`src/rtl/decode_queue_if.sv`:
```
// Fetch-to-issue handshake bundle for the decode queue.
// The queue itself connects through the slave modport.
interface decode_queue_if #(
  parameter int XLEN  = 32,
  parameter int DEPTH = 4
);
  localparam int CW = $clog2(DEPTH + 1);

  logic            in_valid;
  logic            in_ready;
  logic [31:0]     in_inst;
  logic [XLEN-1:0] in_pc;
  logic            flush;

  logic            out_valid;
  logic            out_ready;
  logic [XLEN-1:0] out_pc;
  logic [6:0]      out_opcode;
  logic [4:0]      out_rd;
  logic [4:0]      out_rs1;
  logic [4:0]      out_rs2;
  logic [2:0]      out_funct3;
  logic [6:0]      out_funct7;
  logic [XLEN-1:0] out_imm;
  logic            out_illegal;
  logic [CW-1:0]   count;

  modport slave (
    input  in_valid, in_inst, in_pc, flush, out_ready,
    output in_ready, out_valid, out_pc, out_opcode, out_rd, out_rs1, out_rs2,
           out_funct3, out_funct7, out_imm, out_illegal, count
  );

  modport master (
    output in_valid, in_inst, in_pc, flush, out_ready,
    input  in_ready, out_valid, out_pc, out_opcode, out_rd, out_rs1, out_rs2,
           out_funct3, out_funct7, out_imm, out_illegal, count
  );
endinterface

```
`src/rtl/decode_queue.sv`:
```
// RISC-V decode stage followed by a DEPTH-entry circular buffer that decouples
// fetch from issue; undecodable words travel through flagged as illegal.
module decode_queue #(
  parameter int XLEN  = 32,
  parameter int DEPTH = 4
) (
  input logic          clk,
  input logic          reset_n,
  decode_queue_if.slave dq
);

  localparam int PW = (DEPTH > 1) ? $clog2(DEPTH) : 1;
  localparam int CW = $clog2(DEPTH + 1);
  localparam logic [CW-1:0] FULL = CW'(DEPTH);

  localparam logic [2:0] FMT_BAD = 3'd0;
  localparam logic [2:0] FMT_R   = 3'd1;
  localparam logic [2:0] FMT_I   = 3'd2;
  localparam logic [2:0] FMT_S   = 3'd3;
  localparam logic [2:0] FMT_B   = 3'd4;
  localparam logic [2:0] FMT_U   = 3'd5;
  localparam logic [2:0] FMT_J   = 3'd6;

  typedef struct packed {
    logic [XLEN-1:0] pc;
    logic [6:0]      opcode;
    logic [4:0]      rd;
    logic [4:0]      rs1;
    logic [4:0]      rs2;
    logic [2:0]      funct3;
    logic [6:0]      funct7;
    logic [XLEN-1:0] imm;
    logic            illegal;
  } entry_t;

  logic [31:0]   inst;
  logic [2:0]    fmt;
  entry_t        dec;
  entry_t        mem [DEPTH];
  entry_t        head_entry;
  logic [PW-1:0] head;
  logic [PW-1:0] tail;
  logic [CW-1:0] count_q;
  logic [CW-1:0] count_nxt;
  logic          in_ready_q;
  logic          out_valid;
  logic          enq;
  logic          deq;

  assign inst = dq.in_inst;

  // The RV64-only word opcodes fall through to illegal on a 32-bit datapath.
  always_comb begin
    fmt = FMT_BAD;
    if (inst[1:0] == 2'b11) begin
      case (inst[6:0])
        7'h03, 7'h0F, 7'h13, 7'h67, 7'h73: fmt = FMT_I;
        7'h17, 7'h37:                      fmt = FMT_U;
        7'h23:                             fmt = FMT_S;
        7'h33:                             fmt = FMT_R;
        7'h63:                             fmt = FMT_B;
        7'h6F:                             fmt = FMT_J;
        7'h1B:                             fmt = (XLEN == 64) ? FMT_I : FMT_BAD;
        7'h3B:                             fmt = (XLEN == 64) ? FMT_R : FMT_BAD;
        default:                           fmt = FMT_BAD;
      endcase
    end
  end

  always_comb begin
    dec         = '0;
    dec.pc      = dq.in_pc;
    dec.opcode  = inst[6:0];
    dec.illegal = (fmt == FMT_BAD);
    case (fmt)
      FMT_R: begin
        dec.rd     = inst[11:7];
        dec.funct3 = inst[14:12];
        dec.rs1    = inst[19:15];
        dec.rs2    = inst[24:20];
        dec.funct7 = inst[31:25];
      end
      FMT_I: begin
        dec.rd     = inst[11:7];
        dec.funct3 = inst[14:12];
        dec.rs1    = inst[19:15];
        dec.imm    = XLEN'($signed(inst[31:20]));
      end
      FMT_S: begin
        dec.funct3 = inst[14:12];
        dec.rs1    = inst[19:15];
        dec.rs2    = inst[24:20];
        dec.imm    = XLEN'($signed({inst[31:25], inst[11:7]}));
      end
      FMT_B: begin
        dec.funct3 = inst[14:12];
        dec.rs1    = inst[19:15];
        dec.rs2    = inst[24:20];
        dec.imm    = XLEN'($signed({inst[31], inst[7], inst[30:25], inst[11:8], 1'b0}));
      end
      FMT_U: begin
        dec.rd     = inst[11:7];
        dec.imm    = XLEN'($signed({inst[31:12], 12'b0}));
      end
      FMT_J: begin
        dec.rd     = inst[11:7];
        dec.imm    = XLEN'($signed({inst[31], inst[19:12], inst[20], inst[30:21], 1'b0}));
      end
      default: ;
    endcase
  end

  // in_ready is a register, so a full queue refuses input even while draining.
  assign out_valid = (count_q != '0);
  assign enq       = dq.in_valid && in_ready_q;
  assign deq       = out_valid && dq.out_ready;

  always_comb begin
    count_nxt = count_q;
    if (enq && !deq) begin
      count_nxt = count_q + 1'b1;
    end else if (!enq && deq) begin
      count_nxt = count_q - 1'b1;
    end
  end

  always_ff @(posedge clk or negedge reset_n) begin
    if (!reset_n) begin
      head       <= '0;
      tail       <= '0;
      count_q    <= '0;
      in_ready_q <= 1'b0;
    end else if (dq.flush) begin
      head       <= '0;
      tail       <= '0;
      count_q    <= '0;
      in_ready_q <= 1'b1;
    end else begin
      if (enq) begin
        tail <= tail + 1'b1;
      end
      if (deq) begin
        head <= head + 1'b1;
      end
      count_q    <= count_nxt;
      in_ready_q <= (count_nxt != FULL);
    end
  end

  // Clearing every slot on reset makes the head fields read zero while empty.
  always_ff @(posedge clk or negedge reset_n) begin
    if (!reset_n) begin
      for (int i = 0; i < DEPTH; i++) begin
        mem[i] <= '0;
      end
    end else if (enq && !dq.flush) begin
      mem[tail] <= dec;
    end
  end

  assign head_entry     = mem[head];
  assign dq.in_ready    = in_ready_q;
  assign dq.out_valid   = out_valid;
  assign dq.count       = count_q;
  assign dq.out_pc      = head_entry.pc;
  assign dq.out_opcode  = head_entry.opcode;
  assign dq.out_rd      = head_entry.rd;
  assign dq.out_rs1     = head_entry.rs1;
  assign dq.out_rs2     = head_entry.rs2;
  assign dq.out_funct3  = head_entry.funct3;
  assign dq.out_funct7  = head_entry.funct7;
  assign dq.out_imm     = head_entry.imm;
  assign dq.out_illegal = head_entry.illegal;

endmodule

```
`src/flat_wrapper.sv`:
```
// flat-port wrapper written by rule: the top's interface ports become plain ports
module decode_queue_flat 
#(
  parameter int XLEN  = 32,
  parameter int DEPTH = 4
)
  (clk, reset_n, dq_in_valid, dq_in_inst, dq_in_pc, dq_flush, dq_out_ready, dq_in_ready, dq_out_valid, dq_out_pc, dq_out_opcode, dq_out_rd, dq_out_rs1, dq_out_rs2, dq_out_funct3, dq_out_funct7, dq_out_imm, dq_out_illegal, dq_count);
  decode_queue_if #(.XLEN(XLEN), .DEPTH(DEPTH)) dq_i ();
  input logic clk;
  input logic reset_n;
  input wire logic [$bits(dq_i.in_valid)-1:0] dq_in_valid;
  input wire logic [$bits(dq_i.in_inst)-1:0] dq_in_inst;
  input wire logic [$bits(dq_i.in_pc)-1:0] dq_in_pc;
  input wire logic [$bits(dq_i.flush)-1:0] dq_flush;
  input wire logic [$bits(dq_i.out_ready)-1:0] dq_out_ready;
  output wire logic [$bits(dq_i.in_ready)-1:0] dq_in_ready;
  output wire logic [$bits(dq_i.out_valid)-1:0] dq_out_valid;
  output wire logic [$bits(dq_i.out_pc)-1:0] dq_out_pc;
  output wire logic [$bits(dq_i.out_opcode)-1:0] dq_out_opcode;
  output wire logic [$bits(dq_i.out_rd)-1:0] dq_out_rd;
  output wire logic [$bits(dq_i.out_rs1)-1:0] dq_out_rs1;
  output wire logic [$bits(dq_i.out_rs2)-1:0] dq_out_rs2;
  output wire logic [$bits(dq_i.out_funct3)-1:0] dq_out_funct3;
  output wire logic [$bits(dq_i.out_funct7)-1:0] dq_out_funct7;
  output wire logic [$bits(dq_i.out_imm)-1:0] dq_out_imm;
  output wire logic [$bits(dq_i.out_illegal)-1:0] dq_out_illegal;
  output wire logic [$bits(dq_i.count)-1:0] dq_count;
  assign dq_i.in_valid = dq_in_valid;
  assign dq_i.in_inst = dq_in_inst;
  assign dq_i.in_pc = dq_in_pc;
  assign dq_i.flush = dq_flush;
  assign dq_i.out_ready = dq_out_ready;
  assign dq_in_ready = dq_i.in_ready;
  assign dq_out_valid = dq_i.out_valid;
  assign dq_out_pc = dq_i.out_pc;
  assign dq_out_opcode = dq_i.out_opcode;
  assign dq_out_rd = dq_i.out_rd;
  assign dq_out_rs1 = dq_i.out_rs1;
  assign dq_out_rs2 = dq_i.out_rs2;
  assign dq_out_funct3 = dq_i.out_funct3;
  assign dq_out_funct7 = dq_i.out_funct7;
  assign dq_out_imm = dq_i.out_imm;
  assign dq_out_illegal = dq_i.out_illegal;
  assign dq_count = dq_i.count;
  decode_queue #(.XLEN(XLEN), .DEPTH(DEPTH)) u_core (.clk(clk), .reset_n(reset_n), .dq(dq_i));
endmodule
```
`config.mk`:
```
export PLATFORM = sky130hd
export DESIGN_NAME = decode_queue_flat
export DESIGN_NICKNAME = d
export VERILOG_FILES = /design/src/rtl/decode_queue_if.sv /design/src/rtl/decode_queue.sv /design/src/flat_wrapper.sv
export SDC_FILE = /design/constraint.sdc
export NUM_CORES = 1
export LEC_CHECK = 0
export ABC_AREA = 0
export CELL_PAD_IN_SITES_DETAIL_PLACEMENT = 1
export CELL_PAD_IN_SITES_GLOBAL_PLACEMENT = 1
export CORE_ASPECT_RATIO = 0.8
export CORE_MARGIN = 10
export CORE_UTILIZATION = 48
export CTS_CLUSTER_DIAMETER = 30
export CTS_CLUSTER_SIZE = 14
export DETAILED_ROUTE_END_ITERATION = 10
export PLACE_DENSITY_LB_ADDON = 0.15
export SLEW_MARGIN = 20
export SYNTH_ARGS = -nofsm -noshare
export SYNTH_HDL_FRONTEND = slang
export SYNTH_SLANG_ARGS = --single-unit
```
`constraint.sdc`:
```
create_clock -name clk -period 4.2 [get_ports clk]
set_clock_uncertainty 0.05 [all_clocks]
set_input_delay 0.63 -clock clk [delete_from_list [all_inputs] [get_ports clk]]
set_output_delay 0.63 -clock clk [all_outputs]
set_load 0.01 [all_outputs]
```
==> results.md, run 1 <==
* Via density at 5.97
* Num CTS Buffers at 81
* Port buffer count at 170
* Sink Count at 396
* Power Total at 17.1 mW
* Clock power frac at 39.2%
* CTS Hold Buffers Added at 0
* Iteration-0 DRC Markers at 1,034
* P_sw at 5.20 mW
* Register bit total from synthesis at 396
* Final Cell Area at 22,700 µm²
* Hold Fails Final Rpt at 0
* Max-slew violation count at 0
* Critical Path Source: u_core.head[0]
* Post-Syn Area at 17,500 µm²
* PD cells at 752 nW/µm²
* Worst setup margin at about 0.57 ns
* Biggest area consumer among synthesized cells: dfrtp_1
* Post-detailed-route count of antenna-violating nets at 0
* Status: complete, no violations
* Setup Fix Bufs, Post-CTS at 0
* CTS H-tree lvls at 3
* Syn_area_per_cell at 10.5 µm²
* Largest net degree at the start of global routing at 112
* Leakage dissipation at 10.4 nW
* Rows at 62
* F_max at 275 MHz
* Layout cell share with drive strength beyond 1 at 15.9%
* Root buf cell: clkbuf_16
* Area contributors post-synth: dfrtp_1 57%, mux4_2 12%, nand2_1 12%
* Crit-path slowest cell: dfrtp_4
* Synth async-reset ratio at between 90% and 100%
* CTS tree: built
* Initial antenna violation count at 1
* Mapped Nets at between 1,500 and 2,000
* Worst skew pair latency at slightly below 0.6 ns
* Max incr delay on CP at 0.91 ns
* R2R Path Start: u_core.dq.in_ready
* Worst setup path class: flip-flop to output pin
* Cell Area, Placed at 19,900 µm²
* Die area at roughly 45,000 µm²
* Overflow after GRT at 0
* # IOs at 171
* Combinational power share at 26.2%
* Top_reg_cell synth: dfrtp_1
* Synth top area share at 56.6%
* Synth cell types at 46
* Worst Setup EP: dq_out_pc[14]
* Max Fanout on Critical Path at 29
* CTS-repair resized insts at 0
* Synth warnings at 0
* Via count of the first global-routing pass at 16,035
* Final hold slack at 0.0264 ns
* Seq/Total Area, Yosys at 56.6%
* Slew margin rel. at ~33%
* Reg power frac at 34.7%
* Initial Util at 48.7%
* Setup Viol. Count Final at 0
* Global-route wire length before repair at around 94,000 µm
* Number of synthesized flops with an enable pin at 0
* CP Launch Type: flip-flop
* Detailed Place HPWL at 35,300 µm
* R2R Path End: u_core.mem[145]
* Hold crit path type: primary input to asynchronous set/reset pin
* R2R depth at 4
* Internal power at 11.9 mW
* Die extent in y at 191 µm
* DR WL/cell at 25.2 µm
* Crit path cell chain: buf_4 > mux4_2 > clkdlybuf4s50_1
* Routability Congestion at 0.825
* Max Cap Viol at 0
* Tot GR Track Use at a little over a quarter
* Net count, final at approximately 1,900
* DRC at 0
* Clk slew on worst S/H paths at 0.05 ns
* Setup WS pre-CTS at 0.210 ns
* Tmin final at 3.63 ns
* Max Buffers Root-to-Sink at 3
* Setup TNS at 0 ns
* WP data arrival at 2.95 ns
* Crit. End Element: output pin
* Worst Max-Slew Pin Slew at between 0.9 and 1 ns
* Cell count after synthesis at 1,668
* Core Box Area at ~36,000 µm²
* Fin crit share at 86.4%
* Die X at 234 µm
* Max VDD drop at 0.407 mV
* TritonRoute pass-1 iters at 5
* Vias at 14,233
* R2R setup slack at roughly 1.6 ns
* WL final at 60,200 µm
* CP required at 3.52 ns
* Sw frac at 30.5%
* RSZ-0062 raised after global routing: no
* Syn-to-layout area delta at 29.6%
-- worst max-delay path: cells and delay by family, from the launching register on --
kind / cells / cell delay (ns)
muxes: 1 / 0.56
buffers and inverters: 2 / 0.86
DFF: 1 / 0.91
-- per-stage QoR --
step	cells	util (%)
global route	2386	63.1
global placement	2236	55.2
finish	2386	63.1
detailed placement	2236	55.2
CTS	2385	63.1
floorplan	1668	-
-- state kept, by name, summed over array words and instances (netlist names) --
register            flops
u_core.dq.count         3
u_core.head             2
u_core.dq.in_ready      1
u_core.tail             2
u_core.mem            388
-- routing by layer --
metal  routed length (µm)  track usage, %
met2                30300            46.0
met5                    0               0
met4                 1540            9.36
met1                25000            35.1
met3                 3380            5.29
-- kinds of logic after synthesis --
logic type | after synthesis | share of synthesized area (%)
xor gates and xnor gates | 5 | 0.250
AOI/OAI and AO/OA | 247 | 8.85
and+or+nand+nor | 783 | 17.9
buffers and inverters | 126 | 3.01
muxes | 100 | 12.6
DFF | 396 | 56.6
adders and majority gates | 11 | 0.785
-- power by group through the flow --
stage / registers (mW) / logic [mW] / clock network, mW
6_report: 5.92 / 4.46 / 6.69
5_1_grt: 6.05 / 4.87 / 6.97
4_1_cts: 5.90 / 4.53 / 6.76
3_5_place_dp: 5.88 / 4.42 / 0
3_3_place_gp: 5.81 / 4.26 / 0
2_1_floorplan: 5.54 / 2.62 / 0
-- cells in the final DEF, fill, tap and decap left out, drive strengths merged, types with 2 or more instances in the layout --
| cell type | count |
|---|---|
| nand2 | 556 |
| dfrtp | 396 |
| clkdlybuf4s50 | 169 |
| nor2 | 150 |
| mux4 | 97 |
| clkbuf | 93 |
| o21ai | 73 |
| a21oi | 69 |
| a22o | 54 |
| buf | 38 |
| nor3 | 37 |
| a31oi | 34 |
| inv | 19 |
| clkinv | 18 |
| clkinvlp | 14 |
| nand3 | 12 |
| bufinv | 12 |
| ha | 11 |
| nand2b | 10 |
| and2 | 5 |
| xnor2 | 4 |
| a22oi | 4 |
| o31ai | 4 |
| and3b | 3 |
| o21a | 2 |
| mux2i | 2 |
| or3 | 2 |
| nand4bb | 2 |
-- synth_stat cells (2+ instances only) --
cell and instances:
a21oi_1 67, a21oi_2 2, a22o_1 54, a22oi_1 4, a31oi_1 34, and2_1 5
and3b_1 2, buf_1 25, buf_2 41, clkbuf_1 52, dfrtp_1 396, ha_1 11
inv_1 7, mux2i_1 2, mux4_2 97, nand2_1 556, nand2b_1 10, nand3_1 12
nor2_1 150, nor3_1 31, nor3_2 6, o21a_1 2, o21ai_0 73, o31ai_1 3
or3_1 2, xnor2_1 4
-- how the worst min path moves through the flow --
stage                                    end  slack [ns]  cells past startpoint
final                        u_core.mem[320]        0.03                      1
after global routing         u_core.mem[320]        0.11                      1
after CTS                    u_core.mem[320]        0.11                      1
after detailed placement      u_core.mem[94]        0.41                      2
after global placement        u_core.mem[95]        0.40                      2
after floorplan           u_core.dq.count[0]        0.28                      0
-- cell type report --
class | count | area (µm²)
Fill cell | 3694 | 13300
Multi-Input combinational cell | 1146 | 7130
Clock inverter | 56 | 689
Inverter | 7 | 26.3
Antenna cell | 1 | 2.50
Clock buffer | 93 | 2150
Tap cell | 480 | 601
Sequential cell | 396 | 9920
Timing Repair Buffer | 207 | 2200
No activity file was read; power rests on OpenSTA's default activity.
==> inputs of run 2 (changes only) <==
- CORE_MARGIN: 10 -> 2
==> results.md, run 2 (synthesis gave the netlist of run 1 again) <==
* Final core utilization at 62.8%
* Rows at 62
* Core Box Area at 35,900 µm²
* Multi-input logic area at around 7000 µm²
* Root buf cell: clkbuf_16
* Global-route wire length before repair at about 90,000 µm
* # IOs at 171
* Crit-path leading delay family: buffers and inverters
* Initial antenna violation count at 3
* Leakage dissipation at 10.3 nW
* Cells after DPL at ~2,200
* Layout cell share with drive strength beyond 1 at 16.0%
* Fillers at 3,713
* CTS H-tree lvls at 3
* Worst setup path class: flip-flop to output pin
* Crit path cell chain: buf_4 > mux4_2 > clkdlybuf4s50_1
* Die area at 38,100 µm²
* Port buffer count at 170
* Power Total at 16.7 mW
* Hold crit path type: flip-flop to flip-flop
* Largest net degree at the start of global routing at 97
* WP data arrival at 2.68 ns
* DR WL/cell at 23.8 µm
* Die extent in y at approximately 170 µm
* Overflow after GRT at 0
* Top reg by flops: u_core.mem
* Die X at 218 µm
* Worst path buffer plus inverter count at 2
* Max-slew violation count at 0
* Via count of the first global-routing pass at 15,666
* Iteration-0 DRC Markers at 961
* Hold Fails Final Rpt at 0
* Slew margin rel. at 35.8%
* Max VDD drop at 0.391 mV
* Crit. End Element: output pin
* Post-detailed-route count of antenna-violating nets at 0
* Clk slew on worst S/H paths at 0.05 ns
* PD cells at approximately 740 nW/µm²
* Max Cap Viol at 0
* F_max at 297 MHz
* CP required at 3.52 ns
* Setup TNS at 0 ns
* Num CTS Buffers at 78
* Most frequent cells in the layout: 552 x nand2_1, 394 x dfrtp_1, 169 x clkdlybuf4s50_1
* Vias at 13,902
* TritonRoute pass-1 iters at 5
* Setup Viol. Count Final at 0
* Via density at 5.82
* Tmin final at 3.36 ns
* Max Buffers Root-to-Sink at 3
* RSZ-0062 raised after global routing: no
* Max Fanout on Critical Path at 23
* Tot GR Track Use at 30.8%
* Fin crit share at 80.1%
* Fin cells at 2,389
* Worst skew pair latency at 0.59 ns
* DRC at 0
* Largest register FFs at 388
* WL final at 56,800 µm
* Most common cell after layout, fill and taps aside: nand2_1
* Routability Congestion at 0.778
* Worst Max-Slew Pin Slew at 0.953 ns
* Syn-to-layout area delta at 28.8%
* Sink Count at 396
* FF+latch area at slightly below 10,000 µm²
* Status: complete, no violations
* Net count, final at approximately 1,900
* Crit-path slowest cell: mux4_2
* Detailed Place HPWL at 34,000 µm
* Max incr delay on CP at 0.58 ns
* CP Launch Type: flip-flop
* CTS tree: built
* Final hold slack at between 0.4 and 0.5 ns
* Initial Util at 48.8%
-- run 2: path summary, 6_finish.rpt --
| path | slack [ns] | cells past startpoint | to | start |
|---|---|---|---|---|
| max | 0.84 | 3 | dq_out_imm[3] | u_core.head[0] |
| max reg2reg | 1.62 | 4 | u_core.mem[335] | u_core.dq.in_ready |
| min in group asynchronous | 0.54 | 2 | u_core.mem[126] | reset_n |
| min | 0.42 | 2 | u_core.mem[155] | u_core.mem[155] |
| max in group asynchronous | 2.60 | 3 | u_core.dq.in_ready | reset_n |
| min reg2reg | 0.42 | 2 | u_core.mem[155] | u_core.mem[155] |
-- run 2: power breakdown --
group	switching (mW)	leakage (nW)	internal, mW
logic	2.13	3.86	2.32
clock network	2.19	1.33	4.25
registers	0.738	5.13	5.07
-- run 2: repair_timing --
action,in CTS,in global routing
endpoints found under the hold margin,63,0
buffers inserted,0,0
hold buffers,1,0
gates resized for setup,0,0
-- run 2: layout make-up --
class | count | area share, %
Sequential cell | 396 | 43.9
Clock buffer | 100 | 9.97
Inverter | 7 | 0.116
Timing Repair Buffer | 214 | 9.48
Multi-Input combinational cell | 1146 | 31.6
Clock inverter | 42 | 2.17
Tap cell | 480 | 2.66
Antenna cell | 4 | 0.0444
-- run 2: per-layer routing --
layer,vias up,GRT usage [%],part of all wire [%]
met4,0,13.6,3.7
met3,115,6.04,5.2
met1,7298,41.2,43
met2,426,49.2,48
met5,-,0,0
li1,6063,-,-
-- run 2: per-stage QoR --
step / worst slack (ns) / instance area [µm²]
detailed placement: 0.392 / 19800
global placement: 0.558 / 19800
CTS: 0.766 / 22500
floorplan: 1.26 / 17500
finish: 0.836 / 22600
global route: 0.709 / 22600
-- run 2: worst register-to-register path, stage by stage (launching register included) --
cell,delay [ns]
dfrtp_1,0.44
and3b_1,0.57
nand2_4,0.45
nor3_1,0.74
a22o_1,0.26
==> inputs of run 3 (changes only) <==
- CORE_UTILIZATION: 48 -> 41
- clock period: 4.2 -> 2.9 ns (I/O delays scaled with it)
==> results.md, run 3 (synthesis gave the netlist of run 1 again) <==
* Status: complete, no violations
* Fillers at about 4,300
* Initial Util at 41.7%
* Slew margin rel. at 54.9%
* Overflow after GRT at 0
* Worst setup margin at 0.0522 ns
* WL final at 58,700 µm
* Crit. End Element: output pin
* Tmin final at 2.85 ns
* Root buf cell: clkbuf_16
* Power Total at 26.9 mW
* F_max at 351 MHz
* Die extent in y at 189 µm
* Worst path buffer plus inverter count at 4
* RSZ-0062 raised after global routing: no
* Initial antenna violation count at 7
* Rows at 67
* Clock power frac at 44.0%
* Combinational power share at 24.7%
* Largest register FFs at 388
* Max Fanout on Critical Path at 10
* DRC at 0
* Port buffer count at 170
* Worst setup path class: flip-flop to output pin
* WP data arrival at 2.36 ns
* CTS H-tree lvls at 3
* Hold Fails Final Rpt at 0
* Crit path cell chain: buf_12 > buf_16 > buf_4 > mux4_2 > clkdlybuf4s15_1
* CP Launch Type: flip-flop
* Worst Max-Slew Pin Slew at slightly below 0.7 ns
* Most common cell after layout, fill and taps aside: nand2_1
* Net count, final at ~2,000
* Crit-path slowest cell: dfrtp_4
* Routability Congestion at 0.796
* Detailed Place HPWL at 35,200 µm
* Die X at 235 µm
* Post-detailed-route count of antenna-violating nets at 0
* TritonRoute pass-1 iters at 5
* Crit-path leading delay family: buffers and inverters
* Tot GR Track Use at 26.6%
* Clk slew on worst S/H paths at 0.05 ns
* Via count of the first global-routing pass at between 15,000 and 20,000
* # IOs at 171
* Setup WS pre-CTS at -0.518 ns
* DR WL/cell at 22.8 µm
* Vias at 14,213
* Most frequent cells in the layout: 552 x nand2_1, 394 x dfrtp_1, 150 x nor2_1
* Sw frac at between 20 and 30%
* Top reg by flops: u_core.mem
* PD cells at 1100 nW/µm²
* Max VDD drop at around 0.71 mV
* Syn-to-layout area delta at 39.6%
* Layout cell share with drive strength beyond 1 at a little over a fifth
* Core Box Area at ~42,000 µm²
* Sink Count at just under 400
* Via density at approximately 5.5
* Fin crit share at 98.2%
* Num CTS Buffers at 93
* Worst skew pair latency at slightly above 0.6 ns
* Global-route wire length before repair at 91,900 µm
* P_sw at 7.69 mW
* Largest net degree at the start of global routing at 80
* Setup Viol. Count Final at 0
* Leakage dissipation at 11.9 nW
* CTS tree: built
* Final hold slack at 0.348 ns
* CP required at 2.41 ns
* Max-slew violation count at 0
* Max Buffers Root-to-Sink at 3
* Reg power frac at 31.3%
* Max incr delay on CP at 0.53 ns
* Internal power at 19.2 mW
* Iteration-0 DRC Markers at 946
* Die area at 44,400 µm²
* Max Cap Viol at 0
* Hold crit path type: primary input to asynchronous set/reset pin
## run 3: cell types whose count changed in the layout (fill, tap and decap cells not counted), sizes merged, moves of 4 or more
cell / delta
buf: +80
inv: -9
clkinvlp: +4
bufinv: +17
clkdlybuf4s50: -97
clkdlybuf4s15: +23
clkbuf: +31
dlymetal6s2s: +55
clkinv: +7
## run 3: final timing paths
path                       slack, ns  cells after the start                from              end
setup / recovery                0.05                      5      u_core.head[0]    dq_out_rs2[3]
hold / removal                  0.35                      2             reset_n  u_core.mem[314]
setup reg to reg                0.63                      6  u_core.dq.in_ready  u_core.mem[218]
hold reg to reg                 0.42                      2      u_core.mem[60]   u_core.mem[60]
max in group asynchronous       1.48                      3             reset_n   u_core.head[0]
min in group clk                0.39                      3        dq_in_pc[26]  u_core.mem[382]
## run 3: area by class of cell
type | count | area (µm²) | area share (%)
sequential | 396 | 9920 | 40.5
inverter | 7 | 26.3 | 0.107
timing repair buffer | 296 | 3090 | 12.6
antenna | 6 | 15.0 | 0.0614
multi-input combinational | 1146 | 7180 | 29.3
clock inverter | 61 | 1000 | 4.09
clock buffer | 112 | 2550 | 10.4
tap | 552 | 691 | 2.82
## run 3: per-stage QoR
step	area, µm²	std cells	setup TNS, ns	util (%)
6_report	24500	2576	0	58.3
5_1_grt	24500	2575	0	58.3
4_1_cts	24100	2550	-1.83	57.3
3_5_place_dp	20500	2372	-59.50	48.7
3_3_place_gp	20500	2372	-45.61	48.7
2_1_floorplan	17500	1668	0	-
## run 3: repair_timing
action                                  CTS  global route
endpoints found under the hold margin    62             0
endpoints found under the setup margin   87           117
hold buffers                              1             0
buffers inserted                          3            16
gates cloned                              1             4
resized for setup                        46           126
## run 3: worst register-to-register path, cell delays in order (launching register included)
cell     delay (ns)
dfrtp_1        0.44
and3b_1        0.48
buf_4          0.25
nand2_4        0.22
o31ai_4        0.37
buf_2          0.26
a21oi_1        0.09
## run 3: power by group through the flow
stage	Combinational, mW	Sequential [mW]	Clock, mW
after floorplan	3.80	8.03	0
after global placement	6.33	8.30	0
after detailed placement	6.53	8.40	0
after CTS	6.57	8.38	12.0
after global routing	7.27	8.61	12.3
final	6.66	8.42	11.8
## run 3: layer usage
| metal | vias up | part of all wire (%) | GRT usage (%) |
|---|---|---|---|
| met4 | 2 | 2.5 | 9.52 |
| met2 | 402 | 48 | 43.1 |
| met5 | - | 0.019 | 0 |
| met1 | 7424 | 44 | 35.9 |
| li1 | 6278 | - | - |
| met3 | 107 | 4.8 | 5.25 |
